--- src/rtl/regfile_pkg.sv ---
// regfile_pkg: shared widths and request type for the regfile write arbiter
package regfile_pkg;
  localparam int DATA_W = 64;
  localparam int ADDR_W = 5;
  localparam int ZERO_REG = 31;
  localparam int CNT_W = 32;
  typedef struct packed {
    logic [ADDR_W-1:0] addr;
    logic [DATA_W-1:0] data;
  } wr_req_t;
endpackage

--- src/rtl/wr_slot.sv ---
// wr_slot: one-entry writeback holding slot with age flag
module wr_slot
  import regfile_pkg::*;
(
  input  logic    clk,
  input  logic    reset,
  input  logic    load,
  input  logic    drain,
  input  logic    set_older,
  input  wr_req_t d,
  output logic    valid,
  output logic    older,
  output wr_req_t q
);
  always_ff @(posedge clk) begin
    if (reset) begin
      valid <= 1'b0;
      older <= 1'b0;
      q <= '0;
    end else if (load) begin
      valid <= 1'b1;
      older <= 1'b0;
      q <= d;
    end else if (drain) begin
      valid <= 1'b0;
      older <= 1'b0;
    end else if (set_older) begin
      older <= 1'b1;
    end
  end
endmodule

--- src/rtl/regfile_wr_arbiter.sv ---
// regfile_wr_arbiter: oldest-first arbitration of two writeback slots onto one regfile port
module regfile_wr_arbiter
  import regfile_pkg::*;
(
  input  logic              clk,
  input  logic              reset,
  input  logic              req0_valid,
  output logic              req0_ready,
  input  logic [ADDR_W-1:0] req0_addr,
  input  logic [DATA_W-1:0] req0_data,
  input  logic              req1_valid,
  output logic              req1_ready,
  input  logic [ADDR_W-1:0] req1_addr,
  input  logic [DATA_W-1:0] req1_data,
  output logic              we3,
  output logic [ADDR_W-1:0] wa3,
  output logic [DATA_W-1:0] wd3,
  output logic [31:0]       pending,
  output logic              busy,
  output logic [CNT_W-1:0]  commit_cnt,
  output logic [CNT_W-1:0]  conflict_cnt
);
  logic v0, v1, o0, o1, g0, g1, ld0, ld1, tie, rr_ptr;
  wr_req_t s0, s1;
  // a slot becomes older when the other slot is refilled while it stays put
  wr_slot u_slot0 (
    .clk(clk), .reset(reset), .load(ld0), .drain(g0), .set_older(v0 && !g0 && ld1),
    .d('{addr: req0_addr, data: req0_data}), .valid(v0), .older(o0), .q(s0)
  );
  wr_slot u_slot1 (
    .clk(clk), .reset(reset), .load(ld1), .drain(g1), .set_older(v1 && !g1 && ld0),
    .d('{addr: req1_addr, data: req1_data}), .valid(v1), .older(o1), .q(s1)
  );
  always_comb begin
    tie = v0 && v1 && !o0 && !o1;
    g0 = v0 && (!v1 || o0 || (!o1 && rr_ptr));
    g1 = v1 && !g0;
    req0_ready = !v0 || g0;
    req1_ready = !v1 || g1;
    ld0 = req0_valid && req0_ready && req0_addr != ADDR_W'(ZERO_REG);
    ld1 = req1_valid && req1_ready && req1_addr != ADDR_W'(ZERO_REG);
    we3 = (g0 || g1) && !reset;
    wa3 = !we3 ? '0 : g0 ? s0.addr : s1.addr;
    wd3 = !we3 ? '0 : g0 ? s0.data : s1.data;
    pending = (v0 ? 32'd1 << s0.addr : 32'd0) | (v1 ? 32'd1 << s1.addr : 32'd0);
    busy = v0 || v1;
  end
  always_ff @(posedge clk) begin
    if (reset) begin
      rr_ptr <= 1'b1;
      commit_cnt <= '0;
      conflict_cnt <= '0;
    end else begin
      if (tie) rr_ptr <= !rr_ptr;
      if (we3 && commit_cnt != '1) commit_cnt <= commit_cnt + CNT_W'(1);
      if (v0 && v1 && conflict_cnt != '1) conflict_cnt <= conflict_cnt + CNT_W'(1);
    end
  end
endmodule
--- config.mk ---
export PLATFORM = sky130hd
export DESIGN_NAME = regfile_wr_arbiter
export DESIGN_NICKNAME = d
export VERILOG_FILES = /design/src/rtl/regfile_pkg.sv /design/src/rtl/wr_slot.sv /design/src/rtl/regfile_wr_arbiter.sv
export SDC_FILE = /design/constraint.sdc
export NUM_CORES = 1
export LEC_CHECK = 0
export ABC_CLOCK_PERIOD_IN_PS = 4100
export CORE_ASPECT_RATIO = 1.2
export CORE_MARGIN = 1
export CORE_UTILIZATION = 49
export DETAILED_ROUTE_END_ITERATION = 6
export MAX_ROUTING_LAYER = met4
export PLACE_DENSITY = 0.86
export SLEW_MARGIN = 10
export SYNTH_ARGS = -nofsm -noshare
export SYNTH_HDL_FRONTEND = slang
export SYNTH_SLANG_ARGS = --single-unit
--- constraint.sdc ---
create_clock -name clk -period 4.1 [get_ports clk]
set_input_delay 1.23 -clock clk [delete_from_list [all_inputs] [get_ports clk]]
set_output_delay 1.23 -clock clk [all_outputs]
set_load 0.01 [all_outputs]
==> results of run 1 <==
flip-flops by register name, indices dropped and copies added (netlist names):
register       cells
u_slot1.q         69
u_slot0.q         69
u_slot1.valid      1
u_slot1.older      1
u_slot0.older      1
commit_cnt        32
conflict_cnt      32
u_slot0.valid      1
rr_ptr             1
kinds of logic after synthesis:
kind of cell    Yosys count  share of synthesized area
simple gates            659                      0.305
compound gates          350                      0.201
flops                   207                      0.431
buf+inv                 107                     0.0430
fa+ha+maj                 2                    0.00260
mux                       9                     0.0100
xor+xnor                  8                    0.00729
where the power goes:
group | switching (mW) | internal, mW | leakage, nW
clock | 0.824 | 1.28 | 0.382
sequential | 0.0617 | 2.10 | 1.69
combinational | 0.287 | 0.264 | 2.59
per-layer routing:
layer	routed length, um	share of wire	vias to the layer above
met5	0	0	-
met4	1580	0.049	0
li1	-	-	5132
met2	16000	0.49	501
met3	2680	0.083	112
met1	12100	0.37	4975
path summary, 6_finish.rpt:
check,endpoint,startpoint
setup reg to reg,commit_cnt[7],commit_cnt[15]
setup / recovery,wd3[45],reset
hold / removal,u_slot0.q[48],u_slot0.q[48]
hold reg to reg,u_slot0.q[48],u_slot0.q[48]
worst max-delay path: stages:
cell	delay, ps
buf_6	160
inv_1	100
nand2_2	80
buf_12	190
a21oi_1	210
clkdlybuf4s50_1	580
metrics by stage:
| step | instance area, um2 | utilization |
|---|---|---|
| 3_5_place_dp | 12900 | 0.677 |
| 3_3_place_gp | 12900 | 0.677 |
| 4_1_cts | 13700 | 0.718 |
| 6_report | 13700 | 0.718 |
| 5_1_grt | 13700 | 0.718 |
| 2_1_floorplan | 9610 | - |
layout make-up:
type                            count  area (um2)  area share
Inverter                           14        52.6     0.00384
Clock buffer                       33         683      0.0499
Timing Repair Buffer              324        3300       0.241
Clock inverter                      8        98.8     0.00722
Sequential cell                   207        4140       0.303
Tap cell                          256         320      0.0234
Multi-Input combinational cell   1028        5100       0.372
synthesized netlist by cell type, drive strengths merged (3+ instances only):
master,count,share of area
mux2,5,0.0059
or3b,3,0.0027
nor2b,9,0.0059
o22ai,28,0.018
nor2,29,0.011
or2,5,0.0033
nand3b,6,0.0047
xnor2,5,0.0046
or4,16,0.012
or3,34,0.022
nand3,30,0.016
o32ai,4,0.0036
mux2i,4,0.0042
xor2,3,0.0027
a21oi,247,0.13
o311ai,6,0.0063
nor4,6,0.0046
o31ai,14,0.011
o21a,4,0.0031
buf,11,0.0055
dfxtp,207,0.43
clkbuf,82,0.032
nand4,16,0.010
nand2,463,0.18
inv,14,0.0055
nand2b,6,0.0039
o311a,3,0.0031
and3,8,0.0052
o21ai,32,0.017
and4,7,0.0064
and2,6,0.0039
nor3,8,0.0047
placed cells by master (no fill, tap or decap), types with 16 or more instances in the layout:
cell type,count
nor2_1,28
a21oi_1,247
clkbuf_16,23
nand3_1,30
clkdlybuf4s50_1,309
o22ai_1,28
or4_1,16
nand4_1,16
or3_1,34
dfxtp_1,207
o21ai_0,28
nand2_1,461
repair_timing:
action	4_1_cts	5_1_grt
hold buffers	0	0
setup endpoints to repair	0	52
resized for setup	0	2
==> results.md, run 1 <==
* Outcome: finished clean
* R2R Setup Slk at 1470 ps
* I/O Pins at around 310
* Vias in the first global route at 9965
* Max Freq at 262 MHz
* Final worst setup slack at 278 ps
* Final setup vio count at 0
* WHS Path Cells at 2
* Crit end category: output pin
* Synth Flop Type: dfxtp_1
* Met2 Usage GRT at 0.537
* PD cells at ~350 nW/um2
* Final Cycle Share at 0.932
* Pin count of the biggest net entering global routing at 94
* Worst Reg-to-Reg Cells at 5
* Post-synth EDFFs at 0
* Die area at 20200 um2
* H-tree depth at 1
* Vias/cell at 5.73
* CTS tree: yes
* Worst endpoint data arrival time at 2590 ps
* Clk pin slew, worst setup/hold paths at ~60 ps
* Setup CP Type: in -> out
* Vias at 10720
* Post-synth cell types at 53
* Post-Layout Cell Count at approximately 1900
* Grt total ovfl at 0
* Routability cong. at 0.924
* Initial DRC Count at between 700 and 800
* Hold WS at 454 ps
* Total CTS buffers at 23
* Met1 usage at 0.361
* RSZ-0062 raised after global routing: false
* # DRC at 0
* Lkg Pwr at 4.67 nW
* Hold Violations, Final at 0
* # rows at 55
* GRT busiest layer: met2
* Core Area at roughly 19000 um2
* Startpoint Class: input pin
* Antenna violations before repair at 0
* I/O Buffers at 310
* Total power at 4.82 mW
* First-pass GRT wire length at 50300 um
* Worst VDD drop at 302 uV
* Min cycle time layout at 3820 ps
* Syn nets at 1486
* CP Max Fanout at 70
* Cells after Synth at around 1300
* Met3 Track Usage GR at 0.0684
* Initial core utilization at 0.504
* First-pass DRT Iterations at 7
* Worst Clk Skew at 11.9 ps
* Die Wd at approximately 130 um
* Cell count after placement at 1829
* DRT antenna net count at 0
* Wire length per cell at about 17 um
* Slew margin rel. at 0.294
* Pre-CTS setup slack at 315 ps
* Fillers at approximately 1600
* N_diodes at 0
* Mapped Area at 9610 um2
* Slew Limit Fails at 0
* Synth warnings at 0
* Critical Path RT at ~2900 ps
* Max-Cap Viols at 0
* Worst slew pin tran at approximately 1000 ps
* Post-synthesis sequential area ratio at 0.431
* Die Span Y at about 160 um
* Area growth syn-to-layout at 42.5%
* Layout cells sized above 1 at 0.0458
* Setup TNS at 0 ps
* DP HPWL at around 23000 um
* Final wirelength at around 32000 um
* Clk Latency, worst-skew pair at between 500 and 600 ps
* Yosys reg bits at 207
* Setup Fix Bufs, Post-CTS at 0
* Clock Tree Root: clkbuf_16
* Post-synth ARST share at 0
* Clock Tree Buf Depth at 3
* Syn Area/Cell at 7.16 um2
* Nets at 1742
* CTS Sinks at 207
* Overall Global Routing Usage at 0.321
* Hold Path Class: reg -> reg
(Power assumes the default switching activity.)
==> run 2: changes to the inputs <==
--- a/config.mk
+++ b/config.mk
@@ -8,10 +8,10 @@
 export ABC_CLOCK_PERIOD_IN_PS = 4100
 export CORE_ASPECT_RATIO = 1.2
 export CORE_MARGIN = 1
-export CORE_UTILIZATION = 49
+export CORE_UTILIZATION = 50
 export DETAILED_ROUTE_END_ITERATION = 6
 export MAX_ROUTING_LAYER = met4
-export PLACE_DENSITY = 0.86
+export PLACE_DENSITY = 0.88
 export SLEW_MARGIN = 10
 export SYNTH_ARGS = -nofsm -noshare
 export SYNTH_HDL_FRONTEND = slang
==> run 2 against run 1 <==
  * Register-to-register slack lost 60 ps
  * Clock-buffer cell count grew 1
  * Final cell count grew 0.11%
==> results.md, run 2 (same netlist as run 1, synthesis figures left out) <==
* R2R Setup Slk at 1410 ps
* CTS tree: yes
* # rows at 55
* Layout cells sized above 1 at 0.0440
* Slew Limit Fails at 0
* Final wirelength at about 33000 um
* DRT antenna net count at 0
* Max stage delay on crit path at 610 ps
* R2R Path Start: commit_cnt[0]
* Crit path depth at 5
* Vias at between 10000 and 15000
* Worst endpoint data arrival time at 2640 ps
* I/O Pins at 311
* Core Area at between 15000 and 20000 um2
* Final core utilization at 0.721
* Die Wd at 129 um
* Setup Fix Bufs, Post-CTS at 0
* Crit-path slowest cell: dfxtp_1
* PD cells at 340 nW/um2
* Crit end category: output pin
* Initial core utilization at 0.510
* Antenna violations before repair at 1
* # DRC at 0
* Pin count of the biggest net entering global routing at about 110
* Area growth syn-to-layout at 41.4%
* Slew margin rel. at 0.249
* Clock Tree Buf Depth at 3
* Die area at 19800 um2
* Grt total ovfl at 0
* Most common cell after layout, fill and taps aside: nand2_1
* CP Max Fanout at 25
* Reg2Reg Capture Point: commit_cnt[7]
* Most frequent cells in the layout: 461 x nand2_1, 309 x clkdlybuf4s50_1, 247 x a21oi_1, 207 x dfxtp_1, 34 x or3_1
* Hold WS at roughly 450 ps
* Hold Path Class: reg -> reg
* Wire length per cell at between 15 and 20 um
* DP HPWL at approximately 23000 um
* Max Freq at 258 MHz
* WHS Path Cells at 2
* H-tree depth at 1
* Cell family contributing the most delay on the critical path: buffers and inverters
* Crit path cell chain: o21a_2 -> buf_4 -> nand2_1 -> a21oi_1 -> clkdlybuf4s50_1
* First-pass GRT wire length at 51500 um
* CTS Sinks at ~210
* Clk Latency, worst-skew pair at 500 ps
* Biggest regs: u_slot0.q (69), u_slot1.q (69)
* Total CTS buffers at 22
* Setup TNS at 0 ps
* Worst Hold End: u_slot0.q[27]
* Overall Global Routing Usage at 0.332
* Crit path buf inv count at 2
* Final setup vio count at 0
* Worst hold start: u_slot0.q[27]
* Startpoint Class: flop
* I/O Buffers at 310
* Hold buffers post-CTS at 0
* Worst Reg-to-Reg Cells at 6
* Min cycle time layout at 3870 ps
* Outcome: finished clean
* Nets at 1745
* Vias/cell at 5.79
* Final Cycle Share at 0.944
* Worst Clk Skew at 12.6 ps
* Hold Violations, Final at 0
* Worst slew pin tran at 1130 ps
* Vias in the first global route at 10310
* Critical Path RT at 2870 ps
* Clock Tree Root: clkbuf_16
* Setup CP Type: reg -> out
* Die Span Y at 154 um
* RSZ-0062 raised after global routing: false
* Worst VDD drop at between 200 and 300 uV
* Max-Cap Viols at 0
* First-pass DRT Iterations at 5
* Clk pin slew, worst setup/hold paths at 60 ps
* Initial DRC Count at between 700 and 800
* Lkg Pwr at 4.63 nW
* Routability cong. at 0.963
## run 2: per-layer routing
metal | track usage | part of all wire
met5 | - | 0
met4 | 0.176 | 0.052
met3 | 0.0623 | 0.082
met2 | 0.544 | 0.49
met1 | 0.382 | 0.37
## run 2: cell type report
| cell class | count | area [um2] |
|---|---|---|
| diodes | 1 | 2.50 |
| well taps | 256 | 320 |
| clock buffers | 34 | 657 |
| inverters | 14 | 52.6 |
| fillers | 1502 | 5260 |
| multi-input cells | 1028 | 5090 |
| clock inverters | 4 | 23.8 |
| flip-flops and latches | 207 | 4140 |
| repair buffers | 328 | 3300 |
## run 2: per-stage QoR
stage	cells	worst slack [ps]	area [um2]	total power, mW
4_1_cts	1871	153	13600	4.64
3_5_place_dp	1833	419	12900	2.75
6_report	1872	229	13600	4.62
3_3_place_gp	1833	472	12900	2.73
5_1_grt	1872	78.1	13600	4.78
2_1_floorplan	1342	1000	9610	2.45
## run 2: tightest hold or removal path, cell delays in order (launching register included)
cell and delay [ps]:
dfxtp_1 310, nand2_1 50, a21oi_1 50
## run 2: timing repair
| action | CTS | global route |
|---|---|---|
| resized for setup | 0 | 1 |
| endpoints found under the setup margin | 0 | 14 |
| endpoints found under the hold margin | 0 | 0 |
## run 2: how the worst max path moves through the flow
stage	endpoint	startpoint
after floorplan	wd3[54]	reset
after global placement	wa3[0]	reset
after CTS	wd3[2]	rr_ptr
after global routing	wd3[26]	u_slot0.valid
after detailed placement	wd3[29]	reset
final	wd3[2]	u_slot0.valid
## run 2: report_power, final
| group | total (mW) | leakage, nW | internal (mW) | switching (mW) |
|---|---|---|---|---|
| clock network | 1.91 | 0.337 | 1.10 | 0.808 |
| logic | 0.554 | 2.60 | 0.263 | 0.290 |
| registers | 2.16 | 1.69 | 2.10 | 0.0632 |
| total | 4.62 | 4.63 | 3.46 | 1.16 |
==> run 3: changes to the inputs <==
--- a/config.mk
+++ b/config.mk
@@ -8,11 +8,13 @@
 export ABC_CLOCK_PERIOD_IN_PS = 4100
 export CORE_ASPECT_RATIO = 1.2
 export CORE_MARGIN = 1
-export CORE_UTILIZATION = 50
+export CORE_UTILIZATION = 51
 export DETAILED_ROUTE_END_ITERATION = 6
 export MAX_ROUTING_LAYER = met4
-export PLACE_DENSITY = 0.88
+export PLACE_DENSITY = 0.89
+export REMOVE_ABC_BUFFERS = 1
 export SLEW_MARGIN = 10
 export SYNTH_ARGS = -nofsm -noshare
 export SYNTH_HDL_FRONTEND = slang
+export SYNTH_HIERARCHICAL = 1
 export SYNTH_SLANG_ARGS = --single-unit
==> run 3 against run 2 <==
  * Critical path depth is 1 lower
  * Synthesized cell count shrank 12%
  * Final cell count is 8.3% lower
  * Register-to-register slack improved by 280 ps
  * Sequential power hardly changed
==> results.md, run 3 <==
* Antenna violations before repair at 2
* GRT busiest layer: met2
* Gate power share at 0.140
* Die area at around 20000 um2
* Multi-input logic area at 5300 um2
* Post-Layout Cell Count at 1716
* Fillers at 1417
* Critical Path RT at approximately 2900 ps
* Met1 usage at 0.333
* Worst hold start: u_slot1/q[39]
* Met3 Track Usage GR at 0.0612
* Met2 Usage GRT at 0.517
* Biggest regs: u_slot0/q (69), u_slot1/q (69)
* Most frequent cells in the layout: 309 x clkdlybuf4s50_1, 206 x dfxtp_1, 190 x nor2_1, 171 x nand2_1, 140 x mux2i_1
* Worst endpoint data arrival time at 2670 ps
* Synth Flop Type: dfxtp_1
* Initial core utilization at 0.525
* Post-synth cell types at 58
* Pint at 3.57 mW
* Overall Global Routing Usage at 0.313
* Cells after Synth at 1179
* Post-synthesis sequential area ratio at 0.416
* Min cycle time layout at around 3900 ps
* # DRC at 0
* Die Wd at 130 um
* Wire length per cell at 18.3 um
* DP HPWL at 22100 um
* Max-Cap Viols at 0
* First-pass GRT wire length at 48400 um
* Hold Violations, Final at 0
* Pin count of the biggest net entering global routing at 214
* Post-synth top area cell: dfxtp_1
* R2R Setup Slk at 1690 ps
* Reg2Reg Capture Point: commit_cnt[3]
* Crit end category: output pin
* Switching Share at 0.247
* Worst Hold End: u_slot1/q[39]
* RSZ-0062 raised after global routing: false
* Top cells by area, synth: dfxtp_1 42%, mux2i_1 14%, nor2_1 7.2%
* Top cells by count, synth: 207 x dfxtp_1, 190 x nor2_1, 171 x nand2_1
* Sw Pwr at 1.17 mW
* Yosys reg bits at 207
* Seq pwr share at 0.458
* Hold buffers post-CTS at 0
* Post-synth ARST share at 0
* Die Span Y at 155 um
* Syn Area/Cell at 8.45 um2
* Post-route cell area at approximately 14000 um2
* Outcome: finished clean
* Grt total ovfl at 0
* Cell count after placement at between 1500 and 2000
* # rows at 55
* Final wirelength at 31400 um
* Slew Limit Fails at 0
* Max Freq at approximately 260 MHz
* Worst slew pin tran at 1020 ps
* Routability cong. at around 1.0
* Final setup vio count at 0
* I/O Pins at 311
* WHS Path Cells at 2
* Area growth syn-to-layout at 38.4%
* Sequential cell area at 4150 um2
* Most common cell after layout, fill and taps aside: clkdlybuf4s50_1
* I/O Buffers at 310
* Clock share of power at 0.401
* Vias in the first global route at 9492
* Worst Reg-to-Reg Cells at 6
* Core Area at ~19000 um2
* Nets at 1589
* Mapped Area at between 9000 and 10000 um2
* Slew margin rel. at 0.316
* Vias/cell at 5.77
* Clock Tree Root: clkbuf_16
* Dpl cell area at 13100 um2
* Most common cell in the netlist: dfxtp_1
* Initial DRC Count at 751
* CTS Sinks at 207
* Lkg Pwr at 5.04 nW
* Setup Fix Bufs, Post-CTS at 0
* Layout cells sized above 1 at 0.0569
* CTS tree: yes
* Synth warnings at 6
* Worst Clk Skew at between 15 and 20 ps
* First-pass DRT Iterations at 7
* Post-synth EDFFs at 0
* Vias at around 9900
* Hold Path Class: reg -> reg
* Worst VDD drop at 337 uV
* H-tree depth at 1
* Total CTS buffers at 21
* Startpoint Class: flop
* PD cells at 344 nW/um2
* Final Cycle Share at 0.952
* Clk Latency, worst-skew pair at 500 ps
* Top-area cell type share of the netlist area at 0.416
* Clock Tree Buf Depth at 3
* CP Max Fanout at 6
* Setup CP Type: reg -> out
* Hold WS at 492 ps
* DRT antenna net count at 0
* R2R Path Start: commit_cnt[0]
* Clk pin slew, worst setup/hold paths at 60 ps
## run 3: critical path, stage by stage (launching register included)
cell,delay [ps]
dfxtp_1,380
or3b_2,570
or2_2,360
o22ai_2,270
clkdlybuf4s50_1,600
## run 3: cell type report
type                            instances  area share
Multi-Input combinational cell        878       0.384
Sequential cell                       207       0.301
Timing Repair Buffer                  324       0.239
Clock buffer                           34      0.0467
Tap cell                              256      0.0232
Inverter                               13     0.00354
Clock inverter                          2     0.00254
Antenna cell                            2    0.000363
## run 3: how the worst max path moves through the flow
stage                       start      endpoint  cells past startpoint
floorplan            req0_addr[2]  u_slot0/q[0]                      5
global placement            reset       wd3[39]                      5
detailed placement          reset        wd3[2]                      5
CTS                 u_slot1/valid        wd3[2]                      6
global route        u_slot1/older        wd3[2]                      7
finish              u_slot0/q[68]   pending[12]                      4
## run 3: per-layer routing
layer,part of all wire,vias up
met3,0.071,165
met2,0.49,483
li1,-,4616
met1,0.37,4632
met4,0.076,0
met5,0,-
## run 3: kinds of logic (layout without fill, tap and decap cells)
kind of cell | after synthesis | count (layout) | share of synthesized area
buffers and inverters | 94 | 373 | 0.0566
muxes | 143 | 143 | 0.144
and+or+nand+nor | 505 | 505 | 0.235
xor gates and xnor gates | 27 | 27 | 0.0237
other | 0 | 2 | 0
AOI/OAI and AO/OA | 201 | 201 | 0.122
adders and majority gates | 2 | 2 | 0.00251
DFF | 207 | 207 | 0.416
## run 3: timing repair
action	CTS	global route
setup endpoints to repair	0	9
gates resized for setup	0	2
hold endpoints to repair	0	0
## run 3: power by group through the flow
stage,Combinational [mW],Clock [mW],Sequential (mW)
after floorplan,0.354,0,2.20
after global placement,0.639,0,2.21
after detailed placement,0.656,0,2.21
after CTS,0.661,1.93,2.17
after global routing,0.714,2.01,2.18
final,0.665,1.90,2.17
## run 3: stage by stage
step                      setup TNS [ps]  power, mW  utilization  setup WS (ps)
final                                  0       4.74        0.726            197
after floorplan                  -509790       2.55            -          -2850
after CTS                              0       4.77        0.725           10.3
after global placement                 0       2.85        0.690            439
after global routing                   0       4.91        0.726            103
after detailed placement               0       2.87        0.690            347
==> RTL change 1, RTL diff (settings of run 2) <==
Change the package constant `DATA_W` from 64 to 32.
--- a/src/rtl/regfile_pkg.sv
+++ b/src/rtl/regfile_pkg.sv
@@ -1,6 +1,6 @@
 // regfile_pkg: shared widths and request type for the regfile write arbiter
 package regfile_pkg;
-  localparam int DATA_W = 64;
+  localparam int DATA_W = 32;
   localparam int ADDR_W = 5;
   localparam int ZERO_REG = 31;
   localparam int CNT_W = 32;
Interface: changed (resized req0_data, req1_data and wd3); port bits go from 311 to 215. The function was not compared with the original's and may differ.
==> RTL change 1 against run 2 <==
Final area decreased by 28%; non-clock buffer count decreased by 103; routed wire length decreased by 36%; sequential cell count decreased by 64; maximum frequency increased by 0.53%; clock power decreased by 12%; count of clock-buffer cells in the layout decreased by 17; power decreased by 25%; synthesized area decreased by 28%; synthesized cell count decreased by 30%; setup slack improved by 0.020 ns; via count decreased by 29%; critical path type is now input port to primary output; critical endpoint is now wd3[13].
==> RTL change 1: results (changes against run 2) <==
Outcome
  – Status: complete, no violations

STA
  – Slew margin rel.: 0.1912 (-0.05767)
  – Clock skew: 0.006368 ns (-0.006271 ns)
  – WHS: 0.4555 ns (+0.0006450 ns)

Min path
  – Worst min-delay path startpoint: u_slot1.q[6]$_SDFFE_PP0P_
  – Worst Hold Path EP: u_slot1.q[6]$_SDFFE_PP0P_

Yosys
  – Net Count, Synth: 1017 (-32%)
  – Top cells by area, synth: dfxtp_1 41%, nand2_1 14%, a21oi_1 11%, o22ai_1 2.9%, clkbuf_1 2.5%
  – Syn Inst Count: 937 (-30%)

Drt
  – Total vias in the final route: 7672 (-29%)
  – DR iter-0 viols: 560 (-28%)

Global routing
  – Largest net degree at the start of global routing: 104 (-1.9%)
  – Vias in the first global route: 7117 (-31%)
  – All-Layer GR Usage: 0.3080 (-0.02396)

Placement
  – Gpl congestion: 0.9088 (-5.6%)
  – # port buffers: 214 (-31%)

Setup path
  – Worst Path Arrival: 2.62 ns (-0.02 ns)
  – Reg2reg end: commit_cnt[28]$_SDFFE_PP0P_
  – R2R setup slack: 1.54 ns (+0.13 ns)
  – CP max FO: 41 (+64%)

Power and ir drop
  – VDD IR max: 0.2712 mV (-8.7%)
  – Static leakage: 3.257 nW (-30%)

Clock tree
  – H-tree depth: 4 (+3)
  – CTS buffer count: 17 (-23%)

Cells and area
  – # fillers: 1053 (-30%)
  – Largest regs: u_slot0.q (37), u_slot1.q (37)
  – Fraction of layout cells with a size suffix above 1: 0.05644 (+0.01247)
RTL change 1: changes by cell type after synthesis, sizes merged, moves of 5 or more:
cell and change:
a21oi -92, clkbuf -35, or3 -7, nand2 -202
o21ai -7, o31ai +5, dfxtp -64
RTL change 1: final cells by class:
class                           count  area, um^2  share of cell area
Multi-Input combinational cell    719        3814              0.3884
Sequential cell                   143        2863              0.2915
Timing Repair Buffer              225        2235              0.2276
Clock buffer                       17       425.4             0.04332
Clock inverter                     15       216.5             0.02204
Tap cell                          168       210.2             0.02141
Inverter                           15       56.30            0.005734
RTL change 1: where the power goes:
group          internal, mW  leakage, nW  total, mW  switching, mW
Sequential             1.44         1.17       1.48         0.0394
Combinational         0.153         1.78      0.325          0.172
Clock                  1.08        0.313       1.68          0.600
Total                  2.67         3.26       3.48          0.812
RTL change 1: worst max-delay path by stage:
stage,start,endpoint
floorplan,reset,wd3[10]
global placement,reset,wd3[28]
detailed placement,reset,wd3[28]
CTS,reset,wd3[13]
global route,reset,wd3[29]
finish,reset,wd3[13]
RTL change 1: critical path, cell delays in order:
cell and delay, ns:
buf_4 0.12, o21bai_4 0.40, a21oi_1 0.28, clkdlybuf4s50_1 0.57
RTL change 1: kinds of logic after synthesis:
| group | synth area share |
|---|---|
| xor+xnor | 0.01260 |
| buf+inv | 0.04355 |
| compound gates | 0.2217 |
| flops | 0.4117 |
| fa+ha+maj | 0.003598 |
| simple gates | 0.3003 |
| mux | 0.006478 |
RTL change 1: per-layer routing:
| metal | part of all wire | vias up | global-route usage |
|---|---|---|---|
| met5 | 0 | - | - |
| met4 | 0.046 | 0 | 0.1696 |
| met3 | 0.074 | 66 | 0.07044 |
| met2 | 0.48 | 357 | 0.4979 |
| met1 | 0.40 | 3537 | 0.3460 |
| li1 | - | 3712 | - |
==> RTL change 2, RTL diff (settings of run 2) <==
Without the edit above. Make the reset (`reset`) asynchronous in 2 clocked blocks.
--- a/src/rtl/wr_slot.sv
+++ b/src/rtl/wr_slot.sv
@@ -12,7 +12,7 @@
   output logic    older,
   output wr_req_t q
 );
-  always_ff @(posedge clk) begin
+  always_ff @(posedge clk or posedge reset) begin
     if (reset) begin
       valid <= 1'b0;
       older <= 1'b0;
--- a/src/rtl/regfile_wr_arbiter.sv
+++ b/src/rtl/regfile_wr_arbiter.sv
@@ -45,7 +45,7 @@
     pending = (v0 ? 32'd1 << s0.addr : 32'd0) | (v1 ? 32'd1 << s1.addr : 32'd0);
     busy = v0 || v1;
   end
-  always_ff @(posedge clk) begin
+  always_ff @(posedge clk or posedge reset) begin
     if (reset) begin
       rr_ptr <= 1'b1;
       commit_cnt <= '0;
Function: differs if reset is asserted again (counterexample within 4 cycles, from zero or initial values and one cycle with reset high); with reset held inactive, the same outputs for 4 cycles.
==> RTL change 2 against run 2 <==
Sequential cell count is the same; core utilization grew 2.4 points; via count shrank 21%; synthesized area grew 2.7%; clock skew grew 0.0058 ns; register-to-register slack gained 0.18 ns; setup slack lost 0.087 ns; routed wire length shrank 12%; final area grew 4.4%.
Power is not compared: it rests on default switching activity, and its combinational part moved more than twofold at a synthesized area within 25%.
==> RTL change 2: results (changes against run 2) <==
Yosys
  – Top cells by area, synth: dfrtp_1 52%, mux2_2 16%, nand2_1 7.1%, a21oi_1 3.8%, xor2_1 3.2%
  – Register area share after synthesis: 0.5251 (+0.09391)
  – Mapped Avg Cell Area: 10.56 um^2 (+48%)
  – Synth Flop Type: dfrtp_1
  – Net Count, Synth: 1078 (-27%)
  – Post-synth cell types: 47 (-11%)
  – Netlist Area Pre-Place: 9867 um^2 (+2.7%)

Drt
  – Total vias in the final route: 8592 (-21%)
  – DR iter-0 viols: 483 (-38%)
  – Vias per cell: 5.698 (-1.7%)
  – WL/cell: 19.06 um (+8.8%)

Cells and area
  – Clock buffer cells: 25 (-26%)
  – Design Area, Final: 14190 um^2 (+4.4%)
  – Multi-input combinational area share: 0.3150 (-0.05946)
  – #MultiIn Comb: 662 (-36%)
  – Fraction of layout cells with a size suffix above 1: 0.1735 (+0.1295)
  – Clock tree cell share of total cell area: 0.05775 (+0.007672)
  – # fillers: 1321 (-12%)
  – Seq/total area: 0.3651 (+0.06022)
  – Non-clock buffer share: 0.2359 (-0.006997)
  – Largest class: flip-flops and latches
  – Buffers excl. clock: 331 (+0.91%)
  – Layout Nets: 1380 (-21%)

Setup path
  – R2R setup slack: 1.59 ns (+0.18 ns)
  – CP max FO: 38 (+52%)
  – Reg-to-Reg Start: u_slot1.older$_DFFE_PP0P_

Global routing
  – All-Layer GR Usage: 0.2921 (-0.03986)
  – First-pass GRT wire length: 45.18 mm (-12%)

Placement
  – Post-DP HPWL: 20.38 mm (-10%)
  – Placed instance area: 13380 um^2 (+3.7%)
  – Pre-CTS setup slack: -0.1037 ns (-0.5226 ns)

Min path
  – Worst min-delay path startpoint: conflict_cnt[27]$_DFFE_PP0P_
  – Worst Hold Depth: 1 (-1)

STA
  – WHS: 0.4887 ns (+0.03380 ns)
  – Final cycle utilization of the critical path: 0.9654 (+0.02129)
  – Clock skew: 0.01843 ns (+0.005791 ns)

Outcome
  – Status: complete, no violations
[RTL change 2: worst max-delay path, cell delays in order]
cell,delay (ns)
dlygate4sd2_1,0.29
o21bai_4,0.26
buf_12,0.22
a21oi_1,0.16
clkdlybuf4s50_1,0.56
[RTL change 2: cell families after synthesis]
family	Yosys count	synth area share
and+or+nand+nor	336	0.1586
DFF	207	0.5251
muxes	140	0.1598
AOI/OAI and AO/OA	125	0.07444
buffers and inverters	65	0.02714
xor gates and xnor gates	59	0.05237
adders and majority gates	2	0.002536
[RTL change 2: report_power, final]
part	internal (mW)	switching (mW)
combinational	1.40	1.36
sequential	2.53	0.387
clock	1.40	0.833
total	5.33	2.58
[RTL change 2: routing by layer]
metal | track usage | wire, um
met5 | - | 0
met2 | 0.4858 | 14480
met1 | 0.3427 | 11080
met4 | 0.1390 | 1422
met3 | 0.04801 | 1771
